**src/rtl/cobalt_pkg.sv**
```systemverilog
// Shared integer-pipeline definitions: ALU opcodes, default widths and the
// issue-queue entry layout.
package cobalt_pkg;

    localparam int unsigned OpW      = 4;
    localparam int unsigned DefDataW = 32;
    localparam int unsigned DefTagW  = 6;

    localparam logic [OpW-1:0] OpAdd  = 4'b0000;
    localparam logic [OpW-1:0] OpAddu = 4'b0001;
    localparam logic [OpW-1:0] OpSub  = 4'b0010;
    localparam logic [OpW-1:0] OpSubu = 4'b0011;
    localparam logic [OpW-1:0] OpAnd  = 4'b0100;
    localparam logic [OpW-1:0] OpOr   = 4'b0101;
    localparam logic [OpW-1:0] OpNor  = 4'b0111;
    localparam logic [OpW-1:0] OpSlt  = 4'b1010;
    localparam logic [OpW-1:0] OpSltu = 4'b1011;

    typedef struct packed {
        logic                valid;
        logic [OpW-1:0]      opcode;
        logic [DefDataW-1:0] rs_data;
        logic                rs_valid;
        logic [DefTagW-1:0]  rs_tag;
        logic [DefDataW-1:0] rt_data;
        logic                rt_valid;
        logic [DefTagW-1:0]  rt_tag;
        logic [DefTagW-1:0]  rd_tag;
    } iq_entry_t;

endpackage

```
**src/rtl/iq_select.sv**
```systemverilog
// Oldest-ready picker: grants the lowest-index set bit of the ready vector.
module iq_select
    import cobalt_pkg::*;
#(
    parameter int unsigned DEPTH = 4
) (
    input  logic [DEPTH-1:0] ready,
    output logic [DEPTH-1:0] grant,
    output logic             any_ready
);

    always_comb begin
        logic found;
        found = 1'b0;
        grant = '0;
        for (int i = 0; i < DEPTH; i++) begin
            if (ready[i] && !found) begin
                grant[i] = 1'b1;
                found    = 1'b1;
            end
        end
    end

    assign any_ready = |ready;

endmodule

```
**src/rtl/int_issue_queue.sv**
```systemverilog
// Integer issue queue: compacting, age-ordered reservation station that snoops
// the CDB for missing operands and issues the oldest ready op to the ALU.
module int_issue_queue
    import cobalt_pkg::*;
#(
    parameter int unsigned DEPTH  = 4,
    parameter int unsigned DATA_W = DefDataW,
    parameter int unsigned TAG_W  = DefTagW,
    parameter int unsigned OP_W   = OpW
) (
    input  logic              clk,
    input  logic              reset,
    input  logic              flush,
    input  logic              disp_valid,
    input  logic [OP_W-1:0]   disp_opcode,
    input  logic [DATA_W-1:0] disp_rsdata,
    input  logic              disp_rsvalid,
    input  logic [TAG_W-1:0]  disp_rstag,
    input  logic [DATA_W-1:0] disp_rtdata,
    input  logic              disp_rtvalid,
    input  logic [TAG_W-1:0]  disp_rttag,
    input  logic [TAG_W-1:0]  disp_rdtag,
    output logic              iq_full,
    input  logic              cdb_valid,
    input  logic [TAG_W-1:0]  cdb_tag,
    input  logic [DATA_W-1:0] cdb_data,
    input  logic              issue_ready,
    output logic              issue_valid,
    output logic [OP_W-1:0]   issue_opcode,
    output logic [DATA_W-1:0] issue_rsdata,
    output logic [DATA_W-1:0] issue_rtdata,
    output logic [TAG_W-1:0]  issue_rdtag
);

    localparam int unsigned CntW = $clog2(DEPTH + 1);

    // Same field order as iq_entry_t, sized by this instance's parameters.
    typedef struct packed {
        logic              valid;
        logic [OP_W-1:0]   opcode;
        logic [DATA_W-1:0] rs_data;
        logic              rs_valid;
        logic [TAG_W-1:0]  rs_tag;
        logic [DATA_W-1:0] rt_data;
        logic              rt_valid;
        logic [TAG_W-1:0]  rt_tag;
        logic [TAG_W-1:0]  rd_tag;
    } entry_t;

    entry_t          entries_q [DEPTH];
    entry_t          entries_d [DEPTH];
    entry_t          woken     [DEPTH];
    entry_t          disp_entry;
    logic [CntW-1:0] count_q, count_d, count_after;
    logic [DEPTH-1:0] ready, grant, shift_mask;
    logic            any_ready, fire, disp_ok;

    always_comb begin
        for (int i = 0; i < DEPTH; i++) begin
            ready[i] = entries_q[i].valid & entries_q[i].rs_valid & entries_q[i].rt_valid;
        end
    end

    iq_select #(
        .DEPTH(DEPTH)
    ) u_select (
        .ready    (ready),
        .grant    (grant),
        .any_ready(any_ready)
    );

    always_comb begin
        issue_valid  = any_ready;
        issue_opcode = '0;
        issue_rsdata = '0;
        issue_rtdata = '0;
        issue_rdtag  = '0;
        for (int i = 0; i < DEPTH; i++) begin
            if (grant[i]) begin
                issue_opcode = entries_q[i].opcode;
                issue_rsdata = entries_q[i].rs_data;
                issue_rtdata = entries_q[i].rt_data;
                issue_rdtag  = entries_q[i].rd_tag;
            end
        end
    end

    assign iq_full     = (count_q == CntW'(DEPTH));
    assign fire        = any_ready & issue_ready;
    assign disp_ok     = disp_valid & ~iq_full;
    assign count_after = count_q - CntW'(fire);
    assign count_d     = count_after + CntW'(disp_ok);

    // CDB wakeup on stored entries, applied before compaction.
    always_comb begin
        for (int i = 0; i < DEPTH; i++) begin
            woken[i] = entries_q[i];
            if (entries_q[i].valid && cdb_valid) begin
                if (!entries_q[i].rs_valid && entries_q[i].rs_tag == cdb_tag) begin
                    woken[i].rs_data  = cdb_data;
                    woken[i].rs_valid = 1'b1;
                end
                if (!entries_q[i].rt_valid && entries_q[i].rt_tag == cdb_tag) begin
                    woken[i].rt_data  = cdb_data;
                    woken[i].rt_valid = 1'b1;
                end
            end
        end
    end

    // Incoming op, with same-cycle CDB bypass for missing sources.
    always_comb begin
        disp_entry.valid    = 1'b1;
        disp_entry.opcode   = disp_opcode;
        disp_entry.rs_data  = disp_rsdata;
        disp_entry.rs_valid = disp_rsvalid;
        disp_entry.rs_tag   = disp_rstag;
        disp_entry.rt_data  = disp_rtdata;
        disp_entry.rt_valid = disp_rtvalid;
        disp_entry.rt_tag   = disp_rttag;
        disp_entry.rd_tag   = disp_rdtag;
        if (cdb_valid && !disp_rsvalid && disp_rstag == cdb_tag) begin
            disp_entry.rs_data  = cdb_data;
            disp_entry.rs_valid = 1'b1;
        end
        if (cdb_valid && !disp_rtvalid && disp_rttag == cdb_tag) begin
            disp_entry.rt_data  = cdb_data;
            disp_entry.rt_valid = 1'b1;
        end
    end

    // Entries at or above the issued slot pull from the slot above.
    always_comb begin
        logic acc;
        acc = 1'b0;
        for (int i = 0; i < DEPTH; i++) begin
            acc           = acc | (fire & grant[i]);
            shift_mask[i] = acc;
        end
    end

    always_comb begin
        for (int i = 0; i < DEPTH - 1; i++) begin
            entries_d[i] = shift_mask[i] ? woken[i+1] : woken[i];
        end
        entries_d[DEPTH-1] = shift_mask[DEPTH-1] ? '0 : woken[DEPTH-1];
        if (disp_ok) begin
            for (int i = 0; i < DEPTH; i++) begin
                if (CntW'(i) == count_after) begin
                    entries_d[i] = disp_entry;
                end
            end
        end
    end

    always_ff @(posedge clk) begin
        if (reset || flush) begin
            for (int i = 0; i < DEPTH; i++) begin
                entries_q[i] <= '0;
            end
            count_q <= '0;
        end else begin
            for (int i = 0; i < DEPTH; i++) begin
                entries_q[i] <= entries_d[i];
            end
            count_q <= count_d;
        end
    end

endmodule

```
**config.mk**
```make
export PLATFORM = sky130hd
export DESIGN_NAME = int_issue_queue
export DESIGN_NICKNAME = d
export VERILOG_FILES = /design/src/rtl/cobalt_pkg.sv /design/src/rtl/iq_select.sv /design/src/rtl/int_issue_queue.sv
export SDC_FILE = /design/constraint.sdc
export NUM_CORES = 1
export LEC_CHECK = 0
export CORE_MARGIN = 4
export CORE_UTILIZATION = 38
export CTS_CLUSTER_DIAMETER = 120
export CTS_CLUSTER_SIZE = 30
export DETAILED_ROUTE_END_ITERATION = 8
export PLACE_DENSITY = 0.55
export SLEW_MARGIN = 20
export SYNTH_ARGS = -nofsm -noshare
export SYNTH_HDL_FRONTEND = slang
export SYNTH_HIERARCHICAL = 1
export SYNTH_SLANG_ARGS = --single-unit
```
**constraint.sdc**
```tcl
create_clock -name clk -period 4.9 [get_ports clk]
set_clock_uncertainty 0.1 [all_clocks]
set_input_delay 1.47 -clock clk [delete_from_list [all_inputs] [get_ports clk]]
set_output_delay 1.47 -clock clk [all_outputs]
set_load 0.01 [all_outputs]
```
==> qor.yml, run 1 <==
floorplanning:
  die_h_um: 251.1
  die_area_um2: 63030
  die_w_um: 251.1
  coreArea_um2: 58140
  rows: 88
  pin_count: 208
  start_util: 0.3861
critical_path:
  critPathBufInv: 3
  cp-end-kind: "output pin"
  crit_family: "buffers and inverters"
  path_class: "flip-flop to output pin"
  worstPathCellList: "and3_2, nor2b_4, clkbuf_16, a22oi_1, nor2_1, a21oi_1, o21ai_0, buf_4, clkdlybuf4s50_1"
  crit_slowest_cell: "clkdlybuf4s50_1"
  critPathMaxFanout: 40
  cp-start-kind: "flip-flop"
  required_ns: 3.33
  cpPeakStageDelay_ns: 0.53
  crit_arrival_ns: 3.29
drt:
  ant_nets: 0
  via_per_inst: 6.914
  vias: 26490
  dr.pass1.iters: 6
  drt_iter0_drc: 3429
  wl_um: 106300
  wl_per_cell_um: 27.76
  drcViolationCount: 0
power:
  vdd_ir_drop_max_mv: 0.1926
  p_leak_nw: 7.783
  p_sw_mw: 1.590
  swShare: 0.2924
  powerDensity_nw_per_um2: 210.9
  p_clk_frac: 0.326
  p_comb_frac: 0.125
  seqPwrFrac: 0.549
  p_int_mw: 3.849
  finalPower_mw: 5.439
yosys:
  synth.mux.area_fraction: 0
  synthesis.nets: 3216
  syn_inst: 3080
  yosysSeqAreaShare: 0.3202
  synth-edff-count: 0
  synth_compound_area_frac: 0.3904
  synth_top_family_by_area: "compound AO/OA/AOI/OAI gates"
  synth-seq-cells: 359
  synth-main-ff-cell: "dfxtp_1"
  yosys.area_share.adder: 0.002230
  synth_xor_area_frac: 0.02419
  syn_area_per_cell_um2: 7.288
  synth_cell_type_count: 65
  synth.cell_area_um2: 22450
  yosysWarnings: 6
  synthArstFlopShare: 0
  synthSimpleGateAreaFrac: 0.1814
sta:
  finalSetupTns_ns: 0
  hold_viol_final: 0
  worst_pin_slew_ns: 1.088
  max_freq_mhz: 205.6
  slew_headroom: 0.2746
  finalSetupViolCount: 0
  min_period_ns: 4.863
  setup_slack_ns: 0.03691
  rsz0062_at_grt: "false"
  finalCritPeriodShare: 0.9925
  slew_violations: 0
clock_network:
  cts_tree: "yes"
  clk_latency_ns: 0.56
  clk_path_buf_depth: 3
  cts_buffers: 16
  htree_levels: 1
  cts-root-buf: "clkbuf_16"
  clock-sinks: 359
  ctsHoldBuffers: 0
  cts.reportedPaths.clkPinSlew_ns: 0.13
layout:
  nNetsFinal: 3198
  final_cells: 3831
  diodes: 0
  drive_gt1_frac: 0.06425
  syn2layout_area_growth_pct: 14.90
  fill_cells: 5868
global_route:
  grt_max_degree: 125
  antenna_found_initial: 2
  grtUsageTotal: 0.3178
  grt_pass1_wl_um: 158900
  grt_overflow: 0
  grt_pass1_vias: 25660
min_path:
  hold_class: "flip-flop to flip-flop"
flow_run:
  cap_violations: 0
placed_design:
  hpwl_um: 65150
  gp_congestion: 0.9148
  portBuffers: 207
  dpl_worst_slack_ns: 0.1889
  dp.cells: 3806
outcome:
  status: "complete, no violations"
final timing paths:
check | from | end | slack [ns] | cells past startpoint
worst min-delay path | entries_q[2][1] | entries_q[1][1] | 0.39 | 2
worst min register to register | entries_q[2][1] | entries_q[1][1] | 0.39 | 2
worst max register to register | entries_q[0][51] | entries_q[1][65] | 0.71 | 12
worst max-delay path | entries_q[1][51] | issue_rsdata[20] | 0.04 | 9
through the flow:
step                hold slack (ns)    util  cell area [um2]
finish                       0.3905  0.4437            25790
global route                 0.4139  0.4437            25790
CTS                          0.3930  0.4430            25750
detailed placement           0.3783  0.4339            25230
global placement             0.3690  0.4339            25230
floorplan                    0.3580       -            22450
metal layers:
metal / vias up / GRT usage / share of wire
met3: 387 / 0.05452 / 0.10
met1: 12740 / 0.4085 / 0.39
met5: - / 0 / 0.00019
met4: 2 / 0.1555 / 0.054
li1: 11580 / - / -
met2: 1782 / 0.5179 / 0.46
flip-flops by register name, indices dropped and copies added, names as in the netlist:
signal and cells:
count_q 3, entries_q 356
cells by family (layout without fill, tap and decap cells):
logic type	after synthesis	after routing
AND/OR/NAND/NOR	892	892
flip-flops	359	359
XOR/XNOR	62	62
buffers and inverters	414	400
AO/OA/AOI/OAI	1349	1349
adder cells (fa/ha/maj)	4	4
Yosys cell counts, types with 4 or more instances:
cell / count / area [um2]
o221ai_1: 64 / 560.5
xnor2_1: 57 / 499.2
a21boi_0: 59 / 442.9
o21ai_0: 329 / 1647
nor2b_1: 6 / 37.54
a21o_1: 65 / 488.0
xor2_1: 5 / 43.79
nand2_1: 243 / 912.1
buf_2: 27 / 135.1
buf_1: 45 / 168.9
inv_1: 40 / 150.1
o22ai_1: 77 / 481.7
and3_1: 13 / 81.33
o21ai_1: 33 / 165.2
o211ai_1: 37 / 277.8
nor2_1: 257 / 964.7
buf_6: 13 / 146.4
and3b_1: 7 / 61.31
a311oi_1: 66 / 578.1
a221oi_1: 86 / 753.2
o31ai_1: 25 / 187.7
nor3_1: 67 / 335.3
nand3_1: 184 / 920.9
buf_4: 15 / 112.6
a21boi_1: 6 / 45.04
nand4_1: 34 / 212.7
clkbuf_1: 263 / 987.2
o2111ai_1: 21 / 183.9
o32ai_1: 12 / 105.1
dfxtp_1: 359 / 7187
a31oi_1: 67 / 419.2
and2_1: 8 / 50.05
ha_1: 4 / 50.05
nor4_1: 44 / 275.3
clkbuf_8: 8 / 110.1
a21oi_1: 269 / 1346
and4_1: 10 / 87.58
a22oi_1: 82 / 615.6
a32oi_1: 32 / 280.3
worst reg2reg max path: stages (launching register included):
cell	delay, ns
dfxtp_1	0.38
and3_4	0.25
buf_4	0.19
or4_1	0.68
and2_1	0.33
ha_1	0.22
ha_1	0.24
nor2_1	0.31
o21ai_1	0.14
or3_2	0.47
buf_4	0.30
o31ai_1	0.38
a31oi_1	0.08
timing repair:
action / in CTS / in global routing
hold endpoints to repair: 0 / 0
setup endpoints to repair: 56 / 73
cloned: 1 / 0
resized for setup: 8 / 14
setup buffers: 0 / 2
power by group through the flow:
stage               registers, mW  logic (mW)  clock network [mW]
floorplan                    3.04       0.342                   0
global placement             3.05       0.650                   0
detailed placement           3.05       0.660                   0
CTS                          2.98       0.663                1.79
global route                 2.99       0.712                1.88
finish                       2.99       0.681                1.77
cells in the final DEF, fill, tap and decap left out, types with 41 or more instances in the layout:
| cell type | n |
|---|---|
| dfxtp_1 | 359 |
| clkdlybuf4s50_1 | 207 |
| o21ai_1 | 41 |
| nand2_1 | 243 |
| a31oi_1 | 66 |
| buf_4 | 105 |
| o22ai_1 | 77 |
| a221oi_1 | 86 |
| o21ai_0 | 316 |
| a21oi_1 | 267 |
| nand3_1 | 182 |
| a21o_1 | 65 |
| a22oi_1 | 82 |
| xnor2_1 | 57 |
| a311oi_1 | 66 |
| nor2_1 | 253 |
| a21boi_0 | 59 |
| o221ai_1 | 64 |
| nor4_1 | 44 |
| nor3_1 | 64 |
final cells by class:
cell class                 instances  area [um2]  area share
sequential                       359        7187      0.2786
clock inverter                     4       40.04    0.001552
inverter                          40       150.1    0.005821
clock buffer                      18       439.2     0.01703
timing repair buffer             338        3381      0.1311
multi-input combinational       2307       13640      0.5288
tap                              765       957.2     0.03711
Power figures use the tool's default switching activity.
==> inputs of run 2 (changes only) <==
--- a/config.mk
+++ b/config.mk
@@ -5,7 +5,7 @@
 export SDC_FILE = /design/constraint.sdc
 export NUM_CORES = 1
 export LEC_CHECK = 0
-export CORE_MARGIN = 4
+export CORE_MARGIN = 1
 export CORE_UTILIZATION = 38
 export CTS_CLUSTER_DIAMETER = 120
 export CTS_CLUSTER_SIZE = 30
==> qor.yml, run 2 (synthesis results as in run 1) <==
layout:
  seq_area_um2: 7187
  fill_cells: 5768
  diodes: 0
  reg_top3: "entries_q (356), count_q (3)"
  regMostFlops: "entries_q"
  stdcell_area_um2: 25820
  final_cell_mix: "dfxtp_1, o21ai_0, a21oi_1"
  drive_gt1_frac: 0.06117
  syn2layout_area_growth_pct: 15.02
  multi_input_area_um2: 13630
  largest_reg_flops: 356
  final_common_cell: "dfxtp_1"
  final_cells: 3822
  nNetsFinal: 3189
global_route:
  grt_overflow: 0
  grt_use_met3: 0.06571
  grtUsageTotal: 0.3395
  grtUsageMet1: 0.4340
  antenna_found_initial: 1
  grt_pass1_wl_um: 157600
  grtUsageMet2: 0.5361
  grt_max_degree: 164
  busiest_layer: "met2"
  grt_pass1_vias: 25100
placed_design:
  portBuffers: 207
  hpwl_um: 62740
  dp.cells: 3791
  gp_congestion: 0.9346
  placed_cell_area_um2: 25170
critical_path:
  crit_slowest_cell: "clkdlybuf4s50_1"
  crit_family: "buffers and inverters"
  r2r_end: "entries_q[1][79]"
  required_ns: 3.33
  worstPathCellList: "and3_2, buf_6, nor3b_4, buf_4, buf_12, a21oi_1, o21ai_0, clkdlybuf4s50_1"
  critPathBufInv: 4
  crit_arrival_ns: 3.29
  rrSetupSlack_ns: 0.57
  r2r_start: "entries_q[0][51]"
  cp-end-kind: "output pin"
  cpPeakStageDelay_ns: 0.63
  path_class: "flip-flop to output pin"
  rr_worst_depth: 13
  cp-start-kind: "flip-flop"
  critPathMaxFanout: 35
min_path:
  min_to: "entries_q[2][47]"
  min_path_cells: 2
  hold_class: "flip-flop to flip-flop"
  hp-start: "entries_q[3][47]"
power:
  swShare: 0.2940
  finalPower_mw: 5.454
  p_int_mw: 3.851
  seqPwrFrac: 0.548
  p_comb_frac: 0.125
  p_leak_nw: 7.779
  vdd_ir_drop_max_mv: 0.2096
  p_clk_frac: 0.327
  powerDensity_nw_per_um2: 211.3
  p_sw_mw: 1.603
drt:
  vias: 26340
  wl_um: 107400
  wl_per_cell_um: 28.10
  drcViolationCount: 0
  ant_nets: 0
  dr.pass1.iters: 8
  via_per_inst: 6.892
  drt_iter0_drc: 3513
clock_network:
  clk_path_buf_depth: 3
  htree_levels: 1
  cts_tree: "yes"
  clk_latency_ns: 0.58
  clock-sinks: 359
  cts.reportedPaths.clkPinSlew_ns: 0.13
  ctsHoldBuffers: 0
  cts_buffers: 16
  cts-root-buf: "clkbuf_16"
sta:
  rsz0062_at_grt: "false"
  max_freq_mhz: 205.8
  finalSetupTns_ns: 0
  min_period_ns: 4.860
  slew_violations: 0
  slew_headroom: 0.2511
  worst_pin_slew_ns: 1.121
  finalCritPeriodShare: 0.9918
  finalSetupViolCount: 0
  hold_viol_final: 0
floorplanning:
  rows: 88
  die_area_um2: 60050
  die_h_um: 245.1
  die_w_um: 245.1
  coreArea_um2: 58030
  pin_count: 208
  start_util: 0.3869
outcome:
  status: "complete, no violations"
flow_run:
  cap_violations: 0
-- run 2: timing repair --
| item | 4_1_cts | 5_1_grt |
|---|---|---|
| buffers inserted | 4 | 1 |
| pin swaps | 1 | 1 |
| setup endpoints to repair | 25 | 44 |
| gates resized for setup | 10 | 19 |
| hold endpoints to repair | 0 | 0 |
| gates cloned | 3 | 1 |
-- run 2: worst max-delay path by stage --
stage                          start  slack, ns          endpoint  cells after the start
floorplan                issue_ready       1.18  entries_q[0][60]                     10
global placement         issue_ready       0.30  entries_q[1][76]                     11
detailed placement       issue_ready       0.26  entries_q[1][12]                      9
CTS                 entries_q[1][51]      0.004  issue_rsdata[19]                      8
global route        entries_q[1][51]      0.009  issue_rsdata[30]                      8
finish              entries_q[0][51]       0.04   issue_rtdata[0]                      8
-- run 2: power by group through the flow --
stage                     sequential, mW  combinational, mW  clock (mW)
after detailed placement            3.05              0.657           0
after floorplan                     3.04              0.342           0
after global placement              3.05              0.647           0
after CTS                           2.99              0.660        1.78
final                               2.99              0.683        1.79
after global routing                2.99              0.706        1.87
-- run 2: per-layer routing --
metal / up-vias / share of wire
li1: 11540 / -
met1: 12620 / 0.39
met2: 1819 / 0.45
met3: 367 / 0.11
met4: 2 / 0.057
met5: - / 0.000084
-- run 2: layout make-up --
type / instances / share of cell area
multi-input combinational: 2307 / 0.5279
sequential: 359 / 0.2784
timing repair buffer: 329 / 0.1323
tap: 765 / 0.03707
clock buffer: 18 / 0.01701
inverter: 40 / 0.005815
clock inverter: 4 / 0.001502
-- run 2: worst reg2reg max path, cell delays in order, from the launching register on --
cell and delay, ns:
dfxtp_1 0.39, and3_2 0.27, buf_6 0.18, or4_1 0.69, and2_1 0.35, ha_1 0.23, ha_1 0.24, nor2_1 0.30
o21ai_1 0.14, or3_2 0.47, buf_12 0.20, nand2_1 0.25, buf_4 0.23, o32ai_1 0.13
-- run 2: per-stage QoR --
step,hold slack [ns],util,setup WS [ns]
6_report,0.3831,0.4450,0.04009
5_1_grt,0.4189,0.4450,0.008602
4_1_cts,0.3917,0.4444,0.004154
3_5_place_dp,0.3732,0.4337,0.2567
2_1_floorplan,0.3580,-,1.177
3_3_place_gp,0.3693,0.4337,0.3031
